===== config.mk =====
export PLATFORM = sky130hd
export DESIGN_NAME = psram_resp
export DESIGN_NICKNAME = d
export VERILOG_FILES = /design/src/rtl/psram_resp.sv
export SDC_FILE = /design/constraint.sdc
export NUM_CORES = 1
export LEC_CHECK = 0
export CORE_AREA = 2 2 153 155
export CTS_BUF_LIST = sky130_fd_sc_hd__clkbuf_4 sky130_fd_sc_hd__clkbuf_8
export CTS_CLUSTER_SIZE = 12
export DETAILED_ROUTE_END_ITERATION = 10
export DIE_AREA = 0 0 155 157
export PLACE_DENSITY = 0.58
export SYNTH_ARGS = -nofsm -noshare
export SYNTH_HDL_FRONTEND = slang
export SYNTH_SLANG_ARGS = --single-unit

===== constraint.sdc =====
create_clock -name clk_i -period 2.8 [get_ports clk_i]
set_input_delay 0.56 -clock clk_i [delete_from_list [all_inputs] [get_ports clk_i]]
set_output_delay 0.56 -clock clk_i [all_outputs]
set_load 0.03 [all_outputs]

===== src/rtl/psram_resp.sv =====
// Octal-DDR PSRAM responder: oversamples CE/SCK/IO/DQS on clk_i and turns the
// command/address/data beat stream into byte accesses on a simple memory port.
module psram_resp #(
  parameter int ADDR_W = 24  // supported range 17..32
) (
  input  logic              clk_i,
  input  logic              rst_n_i,
  input  logic [7:0]        cfg_rcmd_i,
  input  logic [7:0]        cfg_wcmd_i,
  input  logic [7:0]        cfg_rlc_i,
  input  logic [7:0]        cfg_wlc_i,
  input  logic              psram_sck_i,
  input  logic              psram_ce_i,
  input  logic [7:0]        psram_io_in_i,
  output logic [7:0]        psram_io_out_o,
  output logic              psram_io_en_o,
  input  logic              psram_dqs_in_i,
  output logic              psram_dqs_out_o,
  output logic              psram_dqs_en_o,
  output logic              mem_en_o,
  output logic              mem_we_o,
  output logic [ADDR_W-1:0] mem_addr_o,
  output logic [7:0]        mem_wdata_o,
  input  logic [7:0]        mem_rdata_i,
  output logic              busy_o,
  output logic              cmd_err_o
);

  typedef enum logic [2:0] {IDLE, INST, ADDR, LATN, WDATA, RDATA, SKIP} state_t;

  state_t              state_q, state_d;
  logic                sck_q, sck_qq, ce_q, ce_qq, dqs_q, dqs_qq;
  logic [7:0]          io_q, io_qq;
  logic [1:0]          bcnt_q, bcnt_d;
  logic                rd_q, rd_d;
  logic [ADDR_W-9:0]   ash_q, ash_d;
  logic [7:0]          lat_q, lat_d;
  logic [ADDR_W-1:0]   addr_q, addr_d, maddr_q, maddr_d;
  logic                mem_en_q, mem_en_d, mem_we_q, mem_we_d;
  logic [7:0]          wdata_q, wdata_d, io_out_q, io_out_d;
  logic                dqs_out_q, dqs_out_d, err_q, err_d;
  logic                rvld_q;
  logic [7:0]          pre_q;

  logic                sck_edge, sck_rise, ce_fall, ce_rise;
  logic [ADDR_W-1:0]   addr_full;
  logic [7:0]          pre_byte, lat_sel;

  assign sck_edge  = sck_q ^ sck_qq;
  assign sck_rise  = sck_q & ~sck_qq;
  assign ce_fall   = ce_qq & ~ce_q;
  assign ce_rise   = ce_q & ~ce_qq;
  assign addr_full = {ash_q, io_qq};
  // A read issued on the previous edge may only just be returning: bypass it.
  assign pre_byte  = rvld_q ? mem_rdata_i : pre_q;
  assign lat_sel   = rd_q ? cfg_rlc_i : cfg_wlc_i;

  // Sync stages reset to 0 so a CE held low through reset is not seen as a fall.
  always_ff @(posedge clk_i or negedge rst_n_i) begin
    if (!rst_n_i) begin
      sck_q <= 1'b0; sck_qq <= 1'b0;
      ce_q  <= 1'b0; ce_qq  <= 1'b0;
      dqs_q <= 1'b0; dqs_qq <= 1'b0;
      io_q  <= '0;   io_qq  <= '0;
      rvld_q <= 1'b0; pre_q <= '0;
    end else begin
      sck_q <= psram_sck_i;    sck_qq <= sck_q;
      ce_q  <= psram_ce_i;     ce_qq  <= ce_q;
      dqs_q <= psram_dqs_in_i; dqs_qq <= dqs_q;
      io_q  <= psram_io_in_i;  io_qq  <= io_q;
      rvld_q <= mem_en_q & ~mem_we_q;
      if (rvld_q) pre_q <= mem_rdata_i;
    end
  end

  always_ff @(posedge clk_i or negedge rst_n_i) begin
    if (!rst_n_i) begin
      state_q   <= IDLE;
      bcnt_q    <= '0;
      rd_q      <= 1'b0;
      ash_q     <= '0;
      lat_q     <= '0;
      addr_q    <= '0;
      maddr_q   <= '0;
      mem_en_q  <= 1'b0;
      mem_we_q  <= 1'b0;
      wdata_q   <= '0;
      io_out_q  <= '0;
      dqs_out_q <= 1'b0;
      err_q     <= 1'b0;
    end else begin
      state_q   <= state_d;
      bcnt_q    <= bcnt_d;
      rd_q      <= rd_d;
      ash_q     <= ash_d;
      lat_q     <= lat_d;
      addr_q    <= addr_d;
      maddr_q   <= maddr_d;
      mem_en_q  <= mem_en_d;
      mem_we_q  <= mem_we_d;
      wdata_q   <= wdata_d;
      io_out_q  <= io_out_d;
      dqs_out_q <= dqs_out_d;
      err_q     <= err_d;
    end
  end

  always_comb begin
    state_d   = state_q;
    bcnt_d    = bcnt_q;
    rd_d      = rd_q;
    ash_d     = ash_q;
    lat_d     = lat_q;
    addr_d    = addr_q;
    maddr_d   = maddr_q;
    mem_en_d  = 1'b0;
    mem_we_d  = 1'b0;
    wdata_d   = wdata_q;
    io_out_d  = io_out_q;
    dqs_out_d = dqs_out_q;
    err_d     = 1'b0;
    if (ce_rise) begin
      state_d   = IDLE;
      maddr_d   = '0;
      wdata_d   = '0;
      io_out_d  = '0;
      dqs_out_d = 1'b0;
    end else begin
      unique case (state_q)
        IDLE: if (ce_fall) begin
          state_d = INST;
          bcnt_d  = '0;
        end
        INST: if (sck_edge) begin
          bcnt_d = bcnt_q + 2'd1;
          if (bcnt_q == 2'd1) begin
            bcnt_d = '0;
            if (io_qq == cfg_rcmd_i) begin
              state_d = ADDR; rd_d = 1'b1;
            end else if (io_qq == cfg_wcmd_i) begin
              state_d = ADDR; rd_d = 1'b0;
            end else begin
              state_d = SKIP; err_d = 1'b1;
            end
          end
        end
        ADDR: if (sck_edge) begin
          ash_d  = {ash_q[ADDR_W-17:0], io_qq};
          bcnt_d = bcnt_q + 2'd1;
          if (bcnt_q == 2'd3) begin
            addr_d = addr_full;
            lat_d  = lat_sel;
            if (rd_q) begin
              mem_en_d = 1'b1;
              maddr_d  = addr_full;
            end
            if (lat_sel == 8'd0) begin
              state_d   = rd_q ? RDATA : WDATA;
              dqs_out_d = 1'b0;
            end else begin
              state_d = LATN;
            end
          end
        end
        LATN: if (sck_rise) begin
          lat_d = lat_q - 8'd1;
          if (lat_q == 8'd1) begin
            state_d   = rd_q ? RDATA : WDATA;
            dqs_out_d = 1'b0;
          end
        end
        WDATA: if (sck_edge) begin
          addr_d = addr_q + ADDR_W'(1);
          if (dqs_qq) begin
            mem_en_d = 1'b1;
            mem_we_d = 1'b1;
            maddr_d  = addr_q;
            wdata_d  = io_qq;
          end
        end
        RDATA: if (sck_edge) begin
          io_out_d  = pre_byte;
          dqs_out_d = ~dqs_out_q;
          addr_d    = addr_q + ADDR_W'(1);
          mem_en_d  = 1'b1;
          maddr_d   = addr_q + ADDR_W'(1);
        end
        SKIP: ;
        default: state_d = IDLE;
      endcase
    end
  end

  assign psram_io_out_o  = io_out_q;
  assign psram_io_en_o   = (state_q == RDATA);
  assign psram_dqs_out_o = dqs_out_q;
  assign psram_dqs_en_o  = (state_q == RDATA);
  assign mem_en_o        = mem_en_q;
  assign mem_we_o        = mem_we_q;
  assign mem_addr_o      = maddr_q;
  assign mem_wdata_o     = wdata_q;
  assign busy_o          = (state_q != IDLE);
  assign cmd_err_o       = err_q;

endmodule

==> insert_results.sql <==
INSERT INTO impl_metrics (metric_group, metric, value, unit) VALUES
('cells_and_area', 'final_common_cell', 'sky130_fd_sc_hd__dfrtp_1', ''),
('worst_setup_path', 'cp-start-kind', 'register', ''),
('power_and_ir_drop', 'sequentialPowerShare', '40.2', '%'),
('power_and_ir_drop', 'share_clk_of_total_power', '20.1', '%'),
('worst_setup_path', 'reg2reg_slack', '240', 'ps'),
('grt', 'globalRouteOverflowTotal', '0', ''),
('power_and_ir_drop', 'power.switching', '3.27', 'mW'),
('cts', 'insertion_delay', '450', 'ps'),
('cells_and_area', 'antenna_cells_inserted', '0', ''),
('cts', 'htreeDepth', '4', ''),
('worst_setup_path', 'reg2regPathDepth', '8', ''),
('logic_synthesis', 'synth_seq_area_share', '48.0', '%'),
('worst_setup_path', 'timing.critical_path.cells', 'or3_1, clkdlybuf4s50_1', ''),
('logic_synthesis', 'syn_area_per_cell', '9.88', 'µm²'),
('logic_synthesis', 'synth_warnings', '0', ''),
('logic_synthesis', 'post_synth_instance_area', '6730', 'µm²'),
('logic_synthesis', 'syn-num-nets', '743', ''),
('routing', 'antenna_violating_nets_post_route', '0', ''),
('routing', 'vias', '5564', ''),
('power_and_ir_drop', 'switching_share', '42.3', '%'),
('worst_hold_path', 'timing.hold.worst.class', 'input port to asynchronous set/reset pin', ''),
('worst_setup_path', 'critPathTopFamily', 'buffers and inverters', ''),
('worst_setup_path', 'critical_path_peak_fanout', '18', ''),
('power_and_ir_drop', 'power.combinational.fraction', '39.8', '%'),
('routing', 'wl_per_cell', '17.7', 'µm'),
('worst_setup_path', 'crit-reg2reg-capture', 'mem_addr_o[15]', ''),
('die', 'die_area', '24300', 'µm²'),
('sta', 'timing.final.ws_setup', '108', 'ps'),
('grt', 'grt_first_pass_wirelength', '30500', 'µm'),
('cts', 'post_cts_resize_count', '0', ''),
('placement', 'detailedPlace.worstSlack', '264', 'ps'),
('logic_synthesis', 'number_of_flops_mapped_to_enable_cells_by_yosys', '0', ''),
('cts', 'cts.path.max_buffers', '2', ''),
('worst_setup_path', 'worstSetupEndpointType', 'output pin', ''),
('sta', 'maxSlewViolCount', '0', ''),
('die', 'floorplan.core_area', '22500', 'µm²'),
('logic_synthesis', 'yosys.area.top_type', 'sky130_fd_sc_hd__dfrtp_1', ''),
('worst_setup_path', 'worst_path_max_delay_cell', 'sky130_fd_sc_hd__clkdlybuf4s50_1', ''),
('worst_setup_path', 'critPathMaxStageDelay', '620', 'ps'),
('sta', 'transition_time_of_the_tightest_slew_check_pin', '743', 'ps'),
('logic_synthesis', 'synthFlopType', 'sky130_fd_sc_hd__dfrtp_1', ''),
('sta', 'fin_worst_hold_slack', '179', 'ps'),
('sta', 'final-hold-violation-count', '0', ''),
('cts', 'cts_num_sinks', '129', ''),
('grt', 'antenna_violations_before_repair', '0', ''),
('logic_synthesis', 'synth-seq-cells', '129', ''),
('cells_and_area', 'area.growth.synth_to_final', '25.7', '%'),
('sta', 'layout_worst_path_cycle_share', '96.1', '%'),
('routing', 'detail_route.drc_violations', '0', ''),
('cells_and_area', 'share_of_post_route_cells_with_drive_strength_above_1', '11.8', '%'),
('worst_setup_path', 'critical_path.n_buffers_inverters', '1', ''),
('sta', 'fmax', '372', 'MHz'),
('run_status', 'run_status', 'completed', ''),
('logic_synthesis', 'async_flop_share', '100', '%'),
('grt', 'number_of_global_route_vias_before_repair', '5409', ''),
('die', 'io_count', '100', ''),
('cts', 'cts.root.buffer_cell', 'sky130_fd_sc_hd__clkbuf_8', ''),
('die', 'placement_rows', '55', ''),
('grt', 'maximum_number_of_pins_on_one_net_before_global_route_repair', '130', ''),
('power_and_ir_drop', 'p_leak', '3.50', 'nW'),
('worst_setup_path', 'timing.critical_path.arrival', '2130', 'ps'),
('logic_synthesis', 'post_synth_num_cell_types', '67', ''),
('placement', 'io_buffers', '99', ''),
('cells_and_area', 'layout.core_utilization', '37.6', '%'),
('routing', 'finalWirelength', '19100', 'µm'),
('routing', 'drtIter0Drc', '389', ''),
('cts', 'worst_setup_hold_path_clk_slew', '90', 'ps'),
('cts', 'cts_hold_buffers', '0', ''),
('logic_synthesis', 'netlist_top_cells_area', 'sky130_fd_sc_hd__dfrtp_1 (48%), sky130_fd_sc_hd__a21oi_1 (3.8%), sky130_fd_sc_hd__nand2_1 (3.4%)', ''),
('placement', 'place.detailed.hpwl', '13000', 'µm'),
('sta', 'setup_violations', '0', '');
## Yosys cell counts (all sizes together), types with 6 or more instances
library cell    n
dfrtp         129
nor3           21
a22o           10
o22ai          16
inv            14
nand4           8
xnor2           8
mux2i           7
a221o          10
nor2b           6
or3             7
a22oi           6
mux2           30
and3            9
clkbuf         20
nand2          62
o22a            7
nand3          30
ha              9
nor2           53
a21o           11
o21ai          28
a31oi           6
a2bb2oi         9
xor2           24
buf            26
nor4           12
a21oi          51
## power by group through the flow
stage	clock [mW]	combinational, mW	sequential [mW]
final	1.55	3.07	3.11
after floorplan	0	2.03	3.09
after global placement	0	3.04	3.13
after global routing	1.68	3.38	3.20
after detailed placement	0	3.06	3.13
after CTS	1.60	3.07	3.10
## kinds of logic after synthesis
| kind of cell | after synthesis | synth area share [%] |
|---|---|---|
| AND/OR/NAND/NOR | 228 | 17.3 |
| AO/OA/AOI/OAI | 186 | 18.8 |
| flip-flops | 129 | 48.0 |
| buffers and inverters | 60 | 4.07 |
| multiplexers | 37 | 6.06 |
| XOR/XNOR | 32 | 4.17 |
| adder cells (fa/ha/maj) | 9 | 1.67 |
## final cells by class
| type | count | area [µm²] |
|---|---|---|
| inverters | 14 | 52.6 |
| clock buffers | 17 | 234 |
| clock inverters | 15 | 148 |
| well taps | 285 | 357 |
| repair buffers | 123 | 1200 |
| multi-input cells | 492 | 3230 |
| fillers | 2238 | 14100 |
| flip-flops and latches | 129 | 3230 |
## worst register-to-register path, delay by kind of cell, from the launching register on
| family | cells | cell delay [ps] |
|---|---|---|
| buf+inv | 3 | 670 |
| fa+ha+maj | 1 | 150 |
| flops | 1 | 400 |
| simple gates | 2 | 630 |
| compound gates | 2 | 590 |
## layer usage
layer	vias up	routed length [µm]	global-route usage, %
met4	0	452	5.73
met3	27	787	3.28
met5	-	0	0
met1	2704	8850	22.2
li1	2692	-	-
met2	141	8980	24.9
## worst max-delay path by stage
| stage | start | slack (ps) | to | cells after the start |
|---|---|---|---|---|
| after floorplan | sck_q | 640 | mem_addr_o[18] | 9 |
| after global routing | state_q[1] | 30 | busy_o | 2 |
| after global placement | ce_qq | 340 | mem_addr_o[15] | 8 |
| final | state_q[1] | 110 | busy_o | 2 |
| after detailed placement | ce_qq | 260 | mem_addr_o[15] | 8 |
| after CTS | state_q[1] | 80 | busy_o | 2 |
## flip-flops by register name, summed over array words and instances, names as in the netlist, 3 cells and up
register        count
addr_q             24
lat_q               8
io_q                8
ash_q              16
state_q             3
mem_addr_o         24
mem_wdata_o         8
pre_q               8
psram_io_out_o      8
io_qq               8
## stage by stage
stage | cells | cell area [µm²] | power (mW)
global placement | 1043 | 8070 | 6.17
global route | 1075 | 8450 | 8.26
CTS | 1075 | 8450 | 7.77
floorplan | 681 | 6730 | 5.12
finish | 1075 | 8450 | 7.73
detailed placement | 1043 | 8070 | 6.19
Note: power is estimated with default switching activity, not from simulation.
